`src/rtl/ov_pix_packer.sv`:
```
// Camera byte stream to 32-bit word packer with word FIFO and valid/ready output.
// Define OV_PACKER_DROP_CNT_EN to add the 16-bit saturating drop counter drop_cnt_o.
module ov_pix_packer #(
    parameter int unsigned FIFO_DEPTH = 4
) (
    input  logic        clk,
    input  logic        reset,
    input  logic        cam_vsync_i,
    input  logic        cam_href_i,
    input  logic [7:0]  cam_data_i,
    output logic        valid_o,
    output logic [31:0] data_o,
    input  logic        ready_i,
`ifdef OV_PACKER_DROP_CNT_EN
    output logic [15:0] drop_cnt_o,
    output logic        overflow_o
`else
    output logic        overflow_o
`endif
);

    localparam int unsigned AW = (FIFO_DEPTH > 1) ? $clog2(FIFO_DEPTH) : 1;
    localparam int unsigned CW = AW + 1;
    localparam logic [CW-1:0] DEPTH_C = CW'(FIFO_DEPTH);

    typedef enum logic [1:0] {
        IDLE,
        PRESENT,
        GAP
    } state_t;

    logic          vs_q;
    logic          vs_prev_q;
    logic          hr_q;
    logic [7:0]    dat_q;

    logic [1:0]    idx_q;
    logic [1:0]    idx_d;
    logic [31:0]   word_q;
    logic [31:0]   word_d;
    logic          wr_pend_q;
    logic          wr_pend_d;

    logic [31:0]   mem_q [FIFO_DEPTH];
    logic [AW-1:0] wr_ptr_q;
    logic [AW-1:0] rd_ptr_q;
    logic [CW-1:0] cnt_q;

    logic          push;
    logic          pop;
    logic          drop;
    logic          vs_rise;
    logic          ovf_q;
    logic          ovf_d;

    state_t        state_q;
    state_t        state_d;
    logic [31:0]   data_q;
    logic [31:0]   data_d;

    always_ff @(posedge clk or posedge reset) begin
        if (reset) begin
            vs_q      <= 1'b0;
            vs_prev_q <= 1'b0;
            hr_q      <= 1'b0;
            dat_q     <= 8'h00;
        end else begin
            vs_q      <= cam_vsync_i;
            vs_prev_q <= vs_q;
            hr_q      <= cam_href_i;
            dat_q     <= cam_data_i;
        end
    end

    // A finished word is flagged here and pushed one cycle later.
    always_comb begin
        idx_d     = idx_q;
        word_d    = word_q;
        wr_pend_d = 1'b0;
        if (hr_q && !vs_q) begin
            word_d[{idx_q, 3'b000} +: 8] = dat_q;
            idx_d     = idx_q + 2'd1;
            wr_pend_d = (idx_q == 2'd3);
        end else begin
            idx_d = 2'd0;
        end
    end

    always_ff @(posedge clk or posedge reset) begin
        if (reset) begin
            idx_q     <= 2'd0;
            word_q    <= 32'h0;
            wr_pend_q <= 1'b0;
        end else begin
            idx_q     <= idx_d;
            word_q    <= word_d;
            wr_pend_q <= wr_pend_d;
        end
    end

    assign pop     = (state_q == IDLE) && (cnt_q != '0);
    assign push    = wr_pend_q && ((cnt_q < DEPTH_C) || pop);
    assign drop    = wr_pend_q && !push;
    assign vs_rise = vs_q && !vs_prev_q;

    always_ff @(posedge clk) begin
        if (push) begin
            mem_q[wr_ptr_q] <= word_q;
        end
    end

    always_ff @(posedge clk or posedge reset) begin
        if (reset) begin
            wr_ptr_q <= '0;
            rd_ptr_q <= '0;
            cnt_q    <= '0;
        end else begin
            if (push) begin
                wr_ptr_q <= wr_ptr_q + AW'(1);
            end
            if (pop) begin
                rd_ptr_q <= rd_ptr_q + AW'(1);
            end
            cnt_q <= cnt_q + CW'(push) - CW'(pop);
        end
    end

    // A drop in the same cycle as a vsync clear keeps the flag set.
    always_comb begin
        ovf_d = ovf_q;
        if (drop) begin
            ovf_d = 1'b1;
        end else if (vs_rise) begin
            ovf_d = 1'b0;
        end
    end

    always_ff @(posedge clk or posedge reset) begin
        if (reset) begin
            ovf_q <= 1'b0;
        end else begin
            ovf_q <= ovf_d;
        end
    end

    always_comb begin
        state_d = state_q;
        data_d  = data_q;
        unique case (state_q)
            IDLE: begin
                if (pop) begin
                    data_d  = mem_q[rd_ptr_q];
                    state_d = PRESENT;
                end
            end
            PRESENT: begin
                if (ready_i) begin
                    state_d = GAP;
                end
            end
            GAP: begin
                state_d = IDLE;
            end
            default: begin
                state_d = IDLE;
            end
        endcase
    end

    always_ff @(posedge clk or posedge reset) begin
        if (reset) begin
            state_q <= IDLE;
            data_q  <= 32'h0;
        end else begin
            state_q <= state_d;
            data_q  <= data_d;
        end
    end

    assign valid_o    = (state_q == PRESENT);
    assign data_o     = data_q;
    assign overflow_o = ovf_q;

`ifdef OV_PACKER_DROP_CNT_EN
    logic [15:0] drop_cnt_q;

    always_ff @(posedge clk or posedge reset) begin
        if (reset) begin
            drop_cnt_q <= 16'h0;
        end else if (drop && (drop_cnt_q != 16'hFFFF)) begin
            drop_cnt_q <= drop_cnt_q + 16'd1;
        end
    end

    assign drop_cnt_o = drop_cnt_q;
`endif

endmodule

```
`config.mk`:
```
export PLATFORM = sky130hd
export DESIGN_NAME = ov_pix_packer
export DESIGN_NICKNAME = d
export VERILOG_FILES = /design/src/rtl/ov_pix_packer.sv
export SDC_FILE = /design/constraint.sdc
export NUM_CORES = 1
export LEC_CHECK = 0
export CAP_MARGIN = 20
export CORE_UTILIZATION = 60
export CTS_CLUSTER_SIZE = 40
export DETAILED_ROUTE_END_ITERATION = 8
export DONT_BUFFER_PORTS = 1
export GPL_ROUTABILITY_DRIVEN = 0
export GPL_TIMING_DRIVEN = 0
export PLACE_DENSITY_LB_ADDON = 0.12
export SLEW_MARGIN = 40
export SYNTH_ARGS = -nofsm -noshare
export SYNTH_HDL_FRONTEND = slang
export SYNTH_SLANG_ARGS = --single-unit
```
`constraint.sdc`:
```
create_clock -name clk -period 3.5 [get_ports clk]
set_input_delay 0.35 -clock clk [delete_from_list [all_inputs] [get_ports clk]]
set_output_delay 0.35 -clock clk [all_outputs]
set_load 0.02 [all_outputs]
```
==> flow_metrics.tcl, run 1 <==
set metrics [dict create \
    status "finished, final reports clean" \
    drive_gt1_share_pct 24.4 \
    grt_pass1_vias 3912 \
    worst_slew_pin_slew_ns 0.644 \
    min_from "ready_i" \
    clkPwrFrac_pct 29.2 \
    maxSlewViolCount 0 \
    grt_pass1_wl_um 22000 \
    yosys_warnings 0 \
    p_sw_share_pct 27.8 \
    max-clock-path-buffers 3 \
    fillers 828 \
    synth_edf_count 128 \
    initial_core_util_pct 62.6 \
    ff2ff_path_depth 10 \
    cp_max_fo 10 \
    tns_ns 0 \
    cts_setup_buffers 0 \
    synthFlopType "edfxtp_1" \
    die_w_um 118 \
    rows 41 \
    numCtsBuffers 21 \
    p_switching_uw 1920 \
    core_area_sq_mm 0.0129 \
    post-route-util_pct 70.4 \
    die_y_um 118 \
    cts_tree "built" \
    seq_power_share_pct 49.5 \
    final.setup.worst_slack_ns 0.881 \
    finalSetupViolCount 0 \
    first_pass_iters 4 \
    cts.sinks 216 \
    max-slew-margin-rel_pct 56.8 \
    hp-class "input port to flop" \
    hold_violations 0 \
    syn_to_final_growth_pct 12.5 \
    ant_nets 0 \
    reg2reg_to "cnt_q[2]" \
    r2r-start "cnt_q[1]" \
    p_leak_uw 0.00343 \
    htree_levels 1 \
    synth-seq-cells 216 \
    cts_resized 0 \
    synth-seq-area-share_pct 75.0 \
    setup.worst_path.start_class "flop" \
    routed_wirelength_um 13800 \
    grt_use_total_pct 21.1 \
    pwr_density_cell_mw_per_mm2 763 \
    antenna_found_initial 0 \
    pre_cts_ws_ns 0.893 \
    cp-end-kind "flop" \
    drtIter0Drc 224 \
    dieArea_sq_mm 0.0139 \
    nets 444 \
    path_class "flop to flop" \
    internal_power_uw 5000 \
    finalCriticalPeriod_ns 2.62 \
    clock.fmax_ghz 0.382 \
    cp_data_arrival_time_ns 3.02 \
    skew_ns 0.0149 \
    synth_cell_type_count 29 \
    clkLatencyLatePin_ns 0.48 \
    syn_inst 383 \
    antenna_cells 0 \
    ir_drop_mv 0.422 \
    overflow 0 \
    drv_cap 0 \
    wire_per_inst_um 22.7 \
    clock_tree.root_cell "clkbuf_16" \
    fin_crit_sh_pct 74.8 \
    io_buffers 0 \
    hpwl_um 7920 \
    synth_area_sq_mm 0.00806 \
    path_clk_slew_ns 0.06 \
    combPwrFrac_pct 21.3 \
    synthArstFlopShare_pct 40.7 \
    via_per_inst 5.90 \
    vias 3576 \
    hold_depth 2 \
    grt_max_degree 53 \
    crit_required_ns 3.90 \
    synth_area_per_cell_sq_um 21.0 \
    r2r_slack_ns 0.88 \
    hold_path_end "state_q[0]" \
    syn_nets 408 \
    io_pins 47 \
    drc 0 \
    power_uw 6930 \
    grt_setup_unrepaired "false" \
]
==> worst max-delay path, stage by stage (launching register included) <==
cell and delay [ns]:
dfrtp_1 0.42, nor3_1 0.12, nor3_4 0.49, buf_4 0.35
ha_1 0.26, inv_1 0.05, ha_1 0.13, inv_1 0.04
fa_1 0.37, xnor2_1 0.18, xnor2_1 0.13
==> cells in the final DEF (no fill, tap or decap), drive strengths merged, types with 2 or more instances in the layout <==
master and instances:
inv 13, and4 2, and2 2, edfxtp 128
ha 11, buf 12, dfrtp 88, a22o 32
mux2 33, xnor2 3, clkinv 3, clkbuf 37
o21ai 3, nand2 5, nor3 3, nor3b 2
dlygate4sd3 12, xor2 2, mux4 32, nor2b 2
and3 4
==> Yosys cell counts (all sizes together), types with 2 or more instances <==
cell	n	area share [%]
xnor2	3	0.33
buf	11	1.1
and2	2	0.16
mux2	33	5.9
dfrtp	88	27
mux4	32	9.1
ha	11	1.7
nor2b	2	0.16
clkbuf	3	0.14
inv	12	0.56
nand2	5	0.23
nor3	3	0.33
nor3b	2	0.19
and3	4	0.31
o21ai	3	0.19
edfxtp	128	48
a22o	32	3.5
and4	2	0.22
xor2	2	0.22
==> logic make-up (layout without fill, tap and decap cells) <==
group                    count (synthesis)  count (layout)  share of synthesized area [%]
flip-flops                             216             216                           75.0
multiplexers                            65              65                           15.0
AO/OA/AOI/OAI                           36              36                           3.76
buffers and inverters                   26              77                           1.78
AND/OR/NAND/NOR                         23              23                           1.92
adder cells (fa/ha/maj)                 12              12                           1.96
XOR/XNOR                                 5               5                          0.543
==> worst max path at each step <==
stage / from / depth (start not counted) / slack (ns) / endpoint
CTS: cnt_q[1] / 10 / 0.89 / cnt_q[2]
global placement: reset / 1 / -0.18 / data_o[17]
floorplan: reset / 1 / 0.87 / cnt_q[0]
finish: cnt_q[1] / 10 / 0.88 / cnt_q[2]
detailed placement: cnt_q[1] / 10 / 0.89 / cnt_q[2]
global route: cnt_q[1] / 10 / 0.69 / cnt_q[2]
==> registers in the layout, indices dropped and copies added (netlist names), 2 cells and up <==
signal / cells
data_o: 32
wr_ptr_q: 2
mem_q: 128
rd_ptr_q: 2
dat_q: 8
cnt_q: 3
word_q: 32
state_q: 2
idx_q: 2
==> metrics by stage <==
stage,hold slack [ns],instance area [sq um],cells
5_1_grt,0.0388,9070,606
4_1_cts,0.0151,9070,606
2_1_floorplan,0.381,8060,383
3_5_place_dp,0.228,8330,556
3_3_place_gp,0.381,8280,555
6_report,0.0332,9070,606
==> metal layers <==
metal	global-route usage [%]	vias up	wire [um]
met5	0	-	0
met4	6.97	0	255
met3	4.02	20	604
met2	34.0	94	6930
met1	29.4	1888	5980
li1	-	1574	-
==> repair_timing <==
item,CTS,global route
endpoints found under the setup margin,0,0
hold endpoints to repair,47,0
hold buffers,12,0
==> area by class of cell <==
cell class | count | area, sq um | share of cell area (%)
Timing Repair Buffer | 13 | 148 | 1.63
Inverter | 12 | 50.0 | 0.552
Clock buffer | 34 | 594 | 6.55
Sequential cell | 216 | 6050 | 66.6
Buffer | 14 | 98.8 | 1.09
Multi-Input combinational cell | 141 | 1900 | 20.9
Tap cell | 172 | 215 | 2.37
Clock inverter | 4 | 22.5 | 0.248
==> power groups by stage <==
| stage | clock [uW] | combinational, uW | sequential, uW |
|---|---|---|---|
| after global placement | 0 | 1450 | 3470 |
| after CTS | 2080 | 1510 | 3430 |
| after floorplan | 0 | 1250 | 3400 |
| final | 2020 | 1480 | 3430 |
| after detailed placement | 0 | 1490 | 3480 |
| after global routing | 2170 | 1610 | 3460 |
No activity file was read; power rests on OpenSTA's default activity.
==> run 2: changes to the inputs <==
clock period = 2.55 ns   (was 3.5 ns; I/O delays follow)
==> run 2 against run 1 <==
Against the previous run: global-route usage did not move; sequential power grew 37%; hold slack better by 0.21 ns; count of clock-buffer cells in the layout unchanged; total power rose by 38%; clock skew about the same.
==> flow_metrics.tcl, run 2 (same netlist as run 1, synthesis figures left out) <==
set metrics [dict create \
    status "finished, final reports clean" \
    finalCriticalPeriod_ns 2.30 \
    ir_drop_mv 0.577 \
    combPwrFrac_pct 21.5 \
    grt_pass1_wl_um 22000 \
    maxSlewViolCount 0 \
    htree_levels 1 \
    die_w_um 118 \
    clkPwrFrac_pct 29.2 \
    cts_tree "built" \
    io_pins 47 \
    tns_ns 0 \
    p_leak_uw 0.00343 \
    io_buffers 0 \
    top_register "mem_q" \
    cp_max_fo 6 \
    grt_max_degree 53 \
    p_switching_uw 2650 \
    fin_crit_sh_pct 90.3 \
    routed_wirelength_um 13700 \
    crit_required_ns 2.91 \
    clock.fmax_ghz 0.434 \
    fin_area_sq_mm 0.00908 \
    layout_common_cells "128 x edfxtp_1, 88 x dfrtp_1, 32 x a22o_1, 28 x mux4_2, 28 x mux2_4" \
    worst_slew_pin_slew_ns 0.639 \
    ant_nets 0 \
    initial_core_util_pct 62.6 \
    skew_ns 0.0150 \
    max-clock-path-buffers 3 \
    hold_violations 0 \
    cp-end-kind "flop" \
    seq_power_share_pct 49.4 \
    drc 0 \
    largest_reg_flops 128 \
    core_area_sq_mm 0.0129 \
    numCtsBuffers 21 \
    clock_tree.root_cell "clkbuf_16" \
    pwr_density_cell_mw_per_mm2 1050 \
    wire_per_inst_um 22.6 \
    nets 445 \
    hpwl_um 7920 \
    drv_cap 0 \
    via_per_inst 5.87 \
    internal_power_uw 6880 \
    grt_pass1_vias 3917 \
    first_pass_iters 4 \
    antenna_cells 0 \
    cts.sinks 216 \
    final_common_cell "edfxtp_1" \
    cp_data_arrival_time_ns 2.66 \
    max-slew-margin-rel_pct 57.1 \
    syn_to_final_growth_pct 12.7 \
    clkLatencyLatePin_ns 0.49 \
    path_class "flop to flop" \
    grt_setup_unrepaired "false" \
    dieArea_sq_mm 0.0139 \
    path_clk_slew_ns 0.06 \
    die_y_um 118 \
    drive_gt1_share_pct 24.8 \
    drtIter0Drc 225 \
    hp-class "input port to async pin" \
    p_sw_share_pct 27.8 \
    overflow 0 \
    ff2ff_path_depth 9 \
    place_area_sq_mm 0.00833 \
    grt_use_total_pct 21.1 \
    fillers 827 \
    setup.worst_path.start_class "flop" \
    rows 41 \
    finalSetupViolCount 0 \
    antenna_found_initial 0 \
    vias 3563 \
]
==> run 2: power groups by stage <==
stage / combinational, uW / clock, uW / sequential, uW
after floorplan: 1720 / 0 / 4670
after global placement: 1990 / 0 / 4760
after detailed placement: 2050 / 0 / 4770
after CTS: 2090 / 2850 / 4710
after global routing: 2220 / 2980 / 4750
final: 2040 / 2780 / 4700
==> run 2: path summary, 6_finish.rpt <==
path                         endpoint     startpoint  slack [ns]
max                          cnt_q[2]     state_q[1]        0.25
min                         word_q[5]          reset        0.25
max reg2reg                  cnt_q[2]     state_q[1]        0.25
min reg2reg                overflow_o      vs_prev_q        0.50
min in group clk             dat_q[5]  cam_data_i[5]        0.32
max in group asynchronous  word_q[18]          reset        1.70
==> run 2: worst max-delay path: stages (launching register included) <==
cell and delay, ns:
dfrtp_1 0.43, o21ai_1 0.37, nand2_1 0.20, ha_1 0.32, inv_1 0.05, ha_1 0.12, inv_1 0.04, fa_1 0.37
xnor2_1 0.15, xnor2_1 0.12
==> run 2: what timing repair did <==
item / 4_1_cts / 5_1_grt
endpoints found under the hold margin: 80 / 0
setup buffers: 1 / 0
resized for setup: 1 / 1
gates cloned: 0 / 0
setup endpoints to repair: 1 / 1
hold buffers: 12 / 0
pin swaps: 1 / 0
==> run 2: cell type report <==
cell class              instances  area (sq um)  area share (%)
flip-flops and latches        216          6050            66.6
multi-input cells             141          1900            20.9
clock buffers                  34           594            6.54
well taps                     172           215            2.37
repair buffers                 14           155            1.71
plain buffers                  14          98.8            1.09
inverters                      12          50.0           0.551
clock inverters                 4          22.5           0.248
==> run 2: per-layer routing <==
metal	vias to the layer above	routed length, um	part of all wire [%]	track usage (%)
met3	20	587	4.3	4.02
met4	0	255	1.9	6.97
met1	1879	5940	43	29.4
li1	1577	-	-	-
met5	-	0	0	0
met2	87	6950	51	34.0
==> run 2: metrics by stage <==
step	worst slack (ns)	utilization (%)	hold WS, ns	cells	total power (uW)
after floorplan	0.0164	-	0.286	383	6390
after global placement	-1.03	64.3	0.286	555	6750
after global routing	0.0546	70.5	0.285	607	9950
after detailed placement	-0.0571	64.7	0.133	556	6820
after CTS	0.148	70.5	0.252	607	9650
final	0.247	70.5	0.248	607	9530
==> run 3: changes to the inputs <==
==> constraint.sdc (replaced) <==
create_clock -name clk -period 2.55 [get_ports clk]
set_input_delay 0 -clock clk [delete_from_list [all_inputs] [get_ports clk]]
set_output_delay 0 -clock clk [all_outputs]
set_load 0.02 [all_outputs]
==> run 3 against run 2 <==
Against the previous run: via count up 1.0%; worst setup slack got worse by 0.00057 ns; non-clock buffer count is 2 higher; total power is essentially flat; core utilization is 0.16 points higher; routed wire length increased by 0.34%; fmax hardly changed; critical path type unchanged; critical endpoint unchanged.
==> flow_metrics.tcl, run 3 (same netlist as run 1, synthesis figures left out) <==
set metrics [dict create \
    max-clock-path-buffers 3 \
    multi_input_area_sq_mm 0.00190 \
    core_area_sq_mm 0.0129 \
    io_pins 47 \
    finalSetupViolCount 0 \
    clkPwrFrac_pct 29.2 \
    syn_to_final_growth_pct 12.9 \
    drtIter0Drc 231 \
    via_per_inst 5.91 \
    numCtsBuffers 21 \
    seq_area_sq_mm 0.00605 \
    dieArea_sq_mm 0.0139 \
    path_class "flop to flop" \
    min_from "cam_data_i[5]" \
    crit_required_ns 2.91 \
    seq_power_share_pct 49.4 \
    vias 3599 \
    grt_use_total_pct 21.2 \
    r2r-start "state_q[1]" \
    worst_slew_pin_slew_ns 0.642 \
    pre_cts_ws_ns -0.0571 \
    skew_ns 0.0144 \
    antenna_found_initial 0 \
    htree_levels 1 \
    final.setup.worst_slack_ns 0.246 \
    place_area_sq_mm 0.00833 \
    p_switching_uw 2650 \
    top_register "mem_q" \
    antenna_cells 0 \
    combPwrFrac_pct 21.5 \
    maxSlewViolCount 0 \
    path_cells "o21ai_1 -> nand2_1 -> ha_1 -> inv_1 -> ha_1 -> inv_1 -> fa_1 -> xnor2_1 -> xnor2_1" \
    drc 0 \
    fillers 826 \
    io_buffers 0 \
    numPlacedInstances 556 \
    max-slew-margin-rel_pct 57.0 \
    hold_violations 0 \
    largest_reg_flops 128 \
    ant_nets 0 \
    fin_crit_sh_pct 90.3 \
    rows 41 \
    grt_pass1_vias 3931 \
    path_clk_slew_ns 0.06 \
    p_sw_share_pct 27.8 \
    cts.sinks 216 \
    die_y_um 118 \
    die_w_um 118 \
    grt_max_degree 53 \
    wire_per_inst_um 22.6 \
    fin_cells 609 \
    pwr_density_cell_mw_per_mm2 1050 \
    slowest_stage "dfrtp_1" \
    fin_area_sq_mm 0.00910 \
    nets 447 \
    ir_drop_mv 0.577 \
    p_leak_uw 0.00344 \
    layout_common_cells "128 x edfxtp_1, 88 x dfrtp_1, 32 x a22o_1, 28 x mux4_2, 28 x mux2_4" \
    first_pass_iters 4 \
    initial_core_util_pct 62.6 \
    cp-end-kind "flop" \
    grt_pass1_wl_um 22000 \
    overflow 0 \
    internal_power_uw 6880 \
    routed_wirelength_um 13800 \
    hp-class "input port to flop" \
    startpoint "state_q[1]" \
    drive_gt1_share_pct 24.7 \
    cts_tree "built" \
    hpwl_um 7920 \
    final_common_cell "edfxtp_1" \
    status "finished, final reports clean" \
    drv_cap 0 \
    clkLatencyLatePin_ns 0.48 \
    slowest_delay_ns 0.43 \
    grt_setup_unrepaired "false" \
    clock.fmax_ghz 0.434 \
    setup.worst_path.start_class "flop" \
    finalCriticalPeriod_ns 2.30 \
    cp_max_fo 6 \
    cp_data_arrival_time_ns 2.66 \
    clock_tree.root_cell "clkbuf_16" \
]
run 3: changes by cell type in the layout (fill, tap and decap cells not counted), sizes merged:
| cell | delta |
|---|---|
| dlygate4sd3 | +2 |
run 3: final timing paths:
kind / end / slack, ns / depth (start not counted)
hold reg to reg: overflow_o / 0.50 / 2
setup reg to reg: cnt_q[2] / 0.25 / 9
min in group asynchronous: dat_q[5] / 0.54 / 3
hold / removal: dat_q[5] / 0.07 / 1
setup / recovery: cnt_q[2] / 0.25 / 9
max in group asynchronous: word_q[0] / 1.17 / 4
run 3: power groups by stage:
| stage | clock network, uW | logic, uW | registers, uW |
|---|---|---|---|
| 5_1_grt | 2980 | 2220 | 4750 |
| 3_3_place_gp | 0 | 1990 | 4760 |
| 3_5_place_dp | 0 | 2050 | 4770 |
| 4_1_cts | 2850 | 2090 | 4710 |
| 6_report | 2780 | 2040 | 4700 |
| 2_1_floorplan | 0 | 1720 | 4670 |
run 3: per-layer routing:
layer  track usage [%]  part of all wire [%]  vias to the layer above
li1                  -                     -                     1577
met1              29.5                    44                     1911
met2              34.2                    50                       91
met3              4.02                   4.3                       20
met4              6.97                   1.9                        0
met5                 0                     0                        -
run 3: per-stage QoR:
stage / TNS (ns) / power [uW] / hold slack, ns / utilization, %
3_5_place_dp: -0.0571 / 6820 / -0.122 / 64.7
3_3_place_gp: -103.64 / 6750 / 0.0315 / 64.3
4_1_cts: 0 / 9650 / 0.0503 / 70.7
2_1_floorplan: 0 / 6390 / 0.0314 / -
5_1_grt: 0 / 9950 / 0.0531 / 70.7
6_report: 0 / 9530 / 0.0672 / 70.7
run 3: critical path, delay by kind of cell, from the launching register on:
family                   cells  cell delay, ns
AO/OA/AOI/OAI                1            0.38
XOR/XNOR                     2            0.27
adder cells (fa/ha/maj)      3            0.81
buffers and inverters        2            0.09
flip-flops                   1            0.43
AND/OR/NAND/NOR              1            0.20
run 3: final cells by class:
type | count | area share (%)
Buffer | 14 | 1.09
Clock inverter | 4 | 0.247
Tap cell | 172 | 2.36
Timing Repair Buffer | 16 | 1.92
Clock buffer | 34 | 6.53
Multi-Input combinational cell | 141 | 20.9
Inverter | 12 | 0.550
Sequential cell | 216 | 66.4
run 3: what timing repair did:
| action | CTS | global route |
|---|---|---|
| resized for setup | 1 | 1 |
| endpoints found under the setup margin | 1 | 1 |
| cloned | 0 | 0 |
| pin swaps | 1 | 0 |
| hold endpoints to repair | 100 | 0 |
| setup buffers | 1 | 0 |
| hold buffers | 14 | 0 |
